--- config.mk ---
export PLATFORM = sky130hd
export DESIGN_NAME = csa_accumulator
export DESIGN_NICKNAME = d
export VERILOG_FILES = /design/src/rtl/csa_pkg.sv /design/src/rtl/csa_row.sv /design/src/rtl/csa_accumulator.sv
export SDC_FILE = /design/constraint.sdc
export NUM_CORES = 1
export LEC_CHECK = 0
export CAP_MARGIN = 5
export CORE_MARGIN = 3
export CORE_UTILIZATION = 50
export CTS_BUF_LIST = sky130_fd_sc_hd__clkbuf_8
export CTS_CLUSTER_SIZE = 28
export DETAILED_ROUTE_END_ITERATION = 8
export DONT_BUFFER_PORTS = 1
export SYNTH_ARGS = -nofsm -noshare
export SYNTH_HDL_FRONTEND = slang
export SYNTH_HIERARCHICAL = 1
export SYNTH_SLANG_ARGS = --single-unit
export TNS_END_PERCENT = 10
--- constraint.sdc ---
create_clock -name clk -period 3.4 [get_ports clk]
set_clock_uncertainty 0.15 [all_clocks]
set_input_delay 0.85 -clock clk [delete_from_list [all_inputs] [get_ports clk]]
set_output_delay 0.85 -clock clk [all_outputs]
set_load 0.005 [all_outputs]
--- src/rtl/csa_pkg.sv ---
// Shared types and sizing helpers for the carry-save accumulator.
package csa_pkg;

    typedef enum logic [1:0] {
        ACCUM,
        RESOLVE,
        DONE
    } state_t;

    // Number of cycles the chunked ripple adder needs to resolve r bits.
    function automatic int unsigned nch_of(input int unsigned r, input int unsigned chunk);
        return (r + chunk - 1) / chunk;
    endfunction

endpackage

--- src/rtl/csa_row.sv ---
// Combinational N-bit 3:2 compressor; carry output is pre-shifted so carry[0] is always 0.
module csa_row #(
    parameter int unsigned N = 20
) (
    input  logic [N-1:0] a,
    input  logic [N-1:0] b,
    input  logic [N-1:0] c,
    output logic [N-1:0] sum,
    output logic [N-1:0] carry
);

    always_comb begin
        sum          = a ^ b ^ c;
        carry        = '0;
        carry[N-1:1] = (a[N-2:0] & b[N-2:0]) | (a[N-2:0] & c[N-2:0]) | (b[N-2:0] & c[N-2:0]);
    end

endmodule

--- src/rtl/csa_accumulator.sv ---
// Streaming multi-operand adder: carry-save accumulation, then a chunked ripple resolve.
// Define CSA_SIGNED_EN for two's-complement operands (sign-extended); default is unsigned.
module csa_accumulator
    import csa_pkg::*;
#(
    parameter int unsigned W     = 16,
    parameter int unsigned G     = 4,
    parameter int unsigned CHUNK = 8
) (
    input  logic             clk,
    input  logic             rst_n,
    input  logic             in_valid,
    output logic             in_ready,
    input  logic [W-1:0]     in_data,
    input  logic             in_last,
    output logic             out_valid,
    input  logic             out_ready,
    output logic [W+G-1:0]   out_sum,
    output logic [G:0]       out_count,
    output logic             out_ovf
);

    localparam int unsigned R   = W + G;
    localparam int unsigned NCH = nch_of(R, CHUNK);
    localparam int unsigned KW  = (NCH > 1) ? $clog2(NCH) : 1;
    localparam logic [G:0]  CAP = {1'b1, {G{1'b0}}};

    state_t          state;
    logic [R-1:0]    s_q;
    logic [R-1:0]    c_q;
    logic [R-1:0]    x;
    logic [R-1:0]    s_nxt;
    logic [R-1:0]    c_nxt;
    logic [G:0]      count;
    logic            ovf;
    logic [R-1:0]    sum_q;
    logic [R-1:0]    sum_nxt;
    logic [KW-1:0]   k;
    logic            cy;
    logic [CHUNK:0]  chunk_sum;

    always_comb begin
`ifdef CSA_SIGNED_EN
        x = {{G{in_data[W-1]}}, in_data};
`else
        x = {{G{1'b0}}, in_data};
`endif
    end

    csa_row #(.N(R)) u_row (
        .a     (s_q),
        .b     (c_q),
        .c     (x),
        .sum   (s_nxt),
        .carry (c_nxt)
    );

    // Chunk k of S and C are shifted down and truncated; a narrow last chunk sees zeros above bit R-1.
    always_comb begin
        chunk_sum = {1'b0, CHUNK'(s_q >> (k * CHUNK))}
                  + {1'b0, CHUNK'(c_q >> (k * CHUNK))}
                  + (CHUNK + 1)'(cy);
        sum_nxt = sum_q;
        for (int unsigned i = 0; i < R; i++) begin
            if (KW'(i / CHUNK) == k) begin
                sum_nxt[i] = chunk_sum[i % CHUNK];
            end
        end
    end

    always_ff @(posedge clk) begin
        if (!rst_n) begin
            state <= ACCUM;
            s_q   <= '0;
            c_q   <= '0;
            count <= '0;
            ovf   <= 1'b0;
            sum_q <= '0;
            k     <= '0;
            cy    <= 1'b0;
        end else begin
            case (state)
                ACCUM: begin
                    if (in_valid) begin
                        s_q <= s_nxt;
                        c_q <= c_nxt;
                        if (count == CAP) begin
                            ovf <= 1'b1;
                        end else begin
                            count <= count + 1'b1;
                        end
                        if (in_last) begin
                            state <= RESOLVE;
                            k     <= '0;
                            cy    <= 1'b0;
                        end
                    end
                end
                RESOLVE: begin
                    sum_q <= sum_nxt;
                    cy    <= chunk_sum[CHUNK];
                    if (k == KW'(NCH - 1)) begin
                        state <= DONE;
                    end else begin
                        k <= k + 1'b1;
                    end
                end
                DONE: begin
                    if (out_ready) begin
                        s_q   <= '0;
                        c_q   <= '0;
                        count <= '0;
                        ovf   <= 1'b0;
                        state <= ACCUM;
                    end
                end
                default: begin
                    state <= ACCUM;
                end
            endcase
        end
    end

    assign in_ready  = (state == ACCUM);
    assign out_valid = (state == DONE);
    assign out_sum   = sum_q;
    assign out_count = count;
    assign out_ovf   = ovf;

endmodule
==> flow_metrics.tcl, run 1 <==
set metrics [dict create \
    status "completed" \
    cts_tree "yes" \
    critPathRequiredTime_ns 3.50 \
    final_cell_mix "71 x dfxtp_1, 63 x nor2_1, 40 x a22oi_1" \
    grt_pass1_vias 2756 \
    gp_congestion 0.7457 \
    boundaryPins 49 \
    post-cts-setup-buffers 0 \
    start_kind "register" \
    ir_worst_vdd_mv 0.2779 \
    wl_um 8032 \
    critical_path.max_fanout 14 \
    root_buffer "clkbuf_8" \
    finalSetupViolations 0 \
    layout_commonest_cell "dfxtp_1" \
    cts_hold_buf 0 \
    crit_slowest_cell "dfxtp_1" \
    fin_nets 449 \
    fmax_mhz 347.2 \
    synthArstFlopShare 0 \
    htreeDepth 3 \
    final_hold_viol_count 0 \
    drc 0 \
    rsz0062_at_grt "no" \
    slew_viol_final 0 \
    critPathTopFamily "compound AO/OA/AOI/OAI gates" \
    synth_edf_count 0 \
    drt-pass1-iter-count 5 \
    final_cells 496 \
    grt_first_pass_wirelength_um 13680 \
    yosys_warnings 6 \
    drt-initial-drc-count 81 \
    dp.final_hpwl_um 5669 \
    finalSetupTns_ns 0 \
    antenna_found_initial 0 \
    fin_crit_ns 2.880 \
    via_count 2791 \
    period_share 0.8471 \
    fp-row-count 30 \
    die_width_um 92.15 \
    grt.total_usage 0.2026 \
    grt-ovfl-total 0 \
    hp-start "out_sum[0]" \
    crit_start "k[0]" \
    syn_inst 403 \
    cts_resized 0 \
    p_total_uw 1878 \
    path_clk_slew_ns 0.08 \
    portBuffers 0 \
    powerDensity_mw_per_mm2 473.9 \
    rr_startpoint "k[0]" \
    antennaDiodeCount 0 \
    tightest_slew_ns 0.7273 \
    syn_to_final_growth_pct 6.810 \
    coreArea_sq_mm 0.006982 \
    ys_ff_latch 71 \
    numClockSinks 71 \
    numCtsBuffers 9 \
    synth_area_sq_mm 0.003711 \
    ys_types 46 \
    worstPathCellList "buf_4, mux2i_1, o21ai_0, ha_1, nor2b_1, o31a_1, o311a_1, o41ai_1" \
    cpPeakStageDelay_ns 0.50 \
    dieArea_sq_mm 0.008492 \
    critPathKind "reg -> reg" \
    cp-end-kind "register" \
    register_area_sq_mm 0.001421 \
    grt_max_degree 63 \
    wl_per_cell_um 16.19 \
    die-height_um 92.15 \
    seq_area_frac_synth 0.3830 \
    arrival_ns 2.98 \
    crit_buf_inv 1 \
    via_per_inst 5.627 \
    initial_core_util 0.5315 \
    syn-mean-instance-area_sq_um 9.209 \
    drv_cap 0 \
    slew_headroom 0.5142 \
    synth_ff_type "dfxtp_1" \
    leakagePower_uw 0.001497 \
    detail-route-antenna-nets 0 \
    drive_gt1_frac 0.05750 \
    holdCritPathClass "reg -> reg" \
    clock_path_buffers 2 \
    nFillCells 663 \
    clkLatencyLatePin_ns 0.35 \
    multiInputGateArea_sq_mm 0.002153 \
    dp_cells 480 \
]
logic make-up (layout without fill, tap and decap cells):
logic type | after synthesis | after routing | synth area share
and+or+nand+nor | 139 | 139 | 0.1703
other | 2 | 5 | 0.002024
muxes | 19 | 19 | 0.05158
buffers and inverters | 34 | 28 | 0.03978
xor gates and xnor gates | 3 | 3 | 0.01113
AOI/OAI and AO/OA | 102 | 102 | 0.1885
adders and majority gates | 33 | 33 | 0.1537
DFF | 71 | 71 | 0.3830
registers in the layout, summed over array words and instances (netlist names):
signal and cells:
c_q 20, state 2, out_count 5, cy 1, out_ovf 1, out_sum 20
k 2, s_q 20
where the power goes:
part	switching [uW]	internal, uW
Sequential	46.8	871
Combinational	139	107
Clock	312	403
path summary, 6_finish.rpt:
path,end,slack (ns),cells past startpoint
max,out_sum[14],0.52,8
min,out_sum[0],0.32,2
max reg2reg,out_sum[14],0.52,8
min reg2reg,out_sum[0],0.32,2
area by class of cell:
type / instances / share of cell area
clock buffers: 9 / 0.03125
clock inverters: 7 / 0.02052
inverters: 7 / 0.006629
multi-input cells: 301 / 0.5432
flip-flops and latches: 71 / 0.3586
well taps: 96 / 0.03030
repair buffers: 5 / 0.009470
worst reg2reg max path, cell delays in order (launching register included):
cell and delay (ns):
dfxtp_1 0.50, buf_4 0.33, mux2i_1 0.25, o21ai_0 0.10
ha_1 0.34, nor2b_1 0.17, o31a_1 0.26, o311a_1 0.33
o41ai_1 0.34
cells in the mapped netlist (3+ instances only):
cell	instances	area share
dfxtp_1	71	0.38
and2_1	3	0.0051
clkbuf_1	17	0.017
a22oi_1	40	0.081
inv_1	6	0.0061
a21oi_1	22	0.030
a211oi_1	4	0.0081
nand2_1	33	0.033
nand3_1	11	0.015
or3_1	4	0.0067
o21a_1	5	0.010
a21o_1	3	0.0061
o21ai_0	11	0.015
or4_1	3	0.0061
nand2b_1	8	0.013
fa_1	21	0.11
nor2_1	63	0.064
nor2b_1	3	0.0051
mux2i_1	18	0.049
o311ai_0	4	0.0094
buf_2	7	0.0094
nand3b_1	4	0.0081
ha_1	12	0.040
through the flow:
stage	util	worst slack, ns	hold slack, ns	area [sq um]
after detailed placement	0.5384	0.5147	0.3167	3759
after floorplan	-	0.6686	0.3027	3722
final	0.5677	0.5199	0.3245	3964
after CTS	0.5677	0.4859	0.3271	3964
after global placement	0.5384	0.6377	0.3121	3759
after global routing	0.5677	0.2760	0.3521	3964
layer usage:
| layer | wire [um] | share of wire | vias to the layer above | track usage |
|---|---|---|---|---|
| li1 | - | - | 1404 | - |
| met1 | 3687 | 0.46 | 1327 | 0.2588 |
| met2 | 3706 | 0.46 | 52 | 0.3151 |
| met3 | 541 | 0.067 | 8 | 0.08039 |
| met4 | 97 | 0.012 | 0 | 0.06312 |
| met5 | 0 | 0 | - | 0 |
Power figures use the tool's default switching activity.
==> run 2: changes to the inputs <==
==> constraint.sdc (replaced) <==
create_clock -name clk -period 2.65 [get_ports clk]
set_clock_uncertainty 0.15 [all_clocks]
set_input_delay 0.6625 -clock clk [delete_from_list [all_inputs] [get_ports clk]]
set_output_delay 0.6625 -clock clk [all_outputs]
set_load 0.005 [all_outputs]
==> run 2 against run 1 <==
Compared with the run above: maximum frequency is 10% higher; final cell count is 2.2% higher; highest routed layer unchanged; worst hold slack worse by 0.0022 ns; non-clock buffer count is 11 higher; setup slack worse by 0.49 ns; critical endpoint is now cy.
==> flow_metrics.tcl, run 2 (synthesis results as in run 1) <==
set metrics [dict create \
    slew_viol_final 0 \
    drive_gt1_frac 0.1192 \
    rsz0062_at_grt "yes" \
    ir_worst_vdd_mv 0.3891 \
    numClockSinks 71 \
    coreArea_sq_mm 0.006982 \
    portBuffers 0 \
    drt-initial-drc-count 163 \
    antennaDiodeCount 0 \
    clkLatencyLatePin_ns 0.35 \
    drc 0 \
    boundaryPins 49 \
    grt.total_usage 0.2045 \
    die_width_um 92.15 \
    finalSetupViolations 0 \
    stdcell_area_sq_mm 0.004088 \
    htreeDepth 3 \
    arrival_ns 2.71 \
    grt_pass1_vias 2738 \
    root_buffer "clkbuf_8" \
    path_clk_slew_ns 0.07 \
    clock_path_buffers 2 \
    syn_to_final_growth_pct 10.15 \
    cts_tree "yes" \
    layout_commonest_cell "dfxtp_1" \
    whs_ns 0.3224 \
    critPathRequiredTime_ns 2.74 \
    drv_cap 0 \
    powerDensity_mw_per_mm2 561.8 \
    critical_path.max_fanout 11 \
    numCtsBuffers 9 \
    post-cts-setup-buffers 0 \
    final_hold_viol_count 0 \
    initial_core_util 0.5315 \
    place_area_sq_mm 0.003856 \
    via_per_inst 5.596 \
    critPathKind "reg -> reg" \
    dieArea_sq_mm 0.008492 \
    gp_congestion 0.8290 \
    die-height_um 92.15 \
    status "completed" \
    slew_headroom 0.6114 \
    utilization 0.5855 \
    period_share 0.9882 \
    antenna_found_initial 0 \
    grt-ovfl-total 0 \
    start_kind "register" \
    dp.final_hpwl_um 5746 \
    grt_first_pass_wirelength_um 13800 \
    wl_per_cell_um 15.98 \
    drt-pass1-iter-count 5 \
    fin_nets 460 \
    cp-end-kind "register" \
    grt_max_degree 41 \
    leakagePower_uw 0.001557 \
    via_count 2837 \
    final_cell_mix "69 x dfxtp_1, 62 x nor2_1, 40 x a22oi_1" \
    fin_crit_ns 2.619 \
    holdCritPathClass "reg -> reg" \
    tightest_slew_ns 0.5795 \
    fp-row-count 30 \
    wl_um 8103 \
    detail-route-antenna-nets 0 \
    fmax_mhz 381.9 \
]
-- run 2: changes by cell type in the layout (fill, tap and decap cells not counted), sizes merged --
cell | before | now
inv | 10 | 8
clkbuf | 9 | 11
clkinv | 2 | 4
buf | 5 | 16
bufinv | 2 | 0
-- run 2: cell type report --
cell class | count | area, sq um
inverters | 7 | 26.28
multi-input cells | 301 | 2197
well taps | 96 | 120.1
fillers | 662 | 2894
flip-flops and latches | 71 | 1429
clock inverters | 5 | 23.77
repair buffers | 16 | 140.1
clock buffers | 11 | 151.4
-- run 2: final timing paths --
kind	from	endpoint	slack, ns	cells past startpoint
worst max-delay path	k[0]	cy	0.03	8
worst min-delay path	out_sum[3]	out_sum[3]	0.32	2
worst max register to register	k[0]	cy	0.03	8
worst min register to register	out_sum[3]	out_sum[3]	0.32	2
-- run 2: where the power goes --
part / switching [uW] / total, uW / internal [uW]
sequential: 60.8 / 1180 / 1120
combinational: 185 / 339 / 155
clock: 398 / 779 / 381
total: 644 / 2300 / 1650
-- run 2: stage by stage --
step / cells / worst slack, ns / power, uW / setup TNS, ns
2_1_floorplan: 406 / 0.01009 / 1451 / 0
3_3_place_gp: 491 / 0.04001 / 1527 / 0
3_5_place_dp: 491 / -0.1162 / 1535 / -0.3315
4_1_cts: 507 / 0.02398 / 2316 / 0
5_1_grt: 507 / -0.07738 / 2426 / -0.1485
6_report: 507 / 0.03135 / 2297 / 0
-- run 2: worst max-delay path, stage by stage (launching register included) --
cell	delay (ns)
dfxtp_4	0.40
buf_8	0.17
mux2i_2	0.21
o21ai_0	0.10
ha_1	0.35
nor2b_1	0.17
o31a_1	0.25
o311a_1	0.41
o31a_1	0.29
-- run 2: repair_timing --
item                       in CTS  in global routing
pin swaps                       0                  3
resized for setup               4                 14
setup endpoints to repair       8                  9
hold buffers                    0                  0
-- run 2: layer usage --
layer | track usage | share of wire
met5 | 0 | 0
met4 | 0.07426 | 0.012
met3 | 0.05414 | 0.057
met2 | 0.3023 | 0.45
met1 | 0.2873 | 0.48
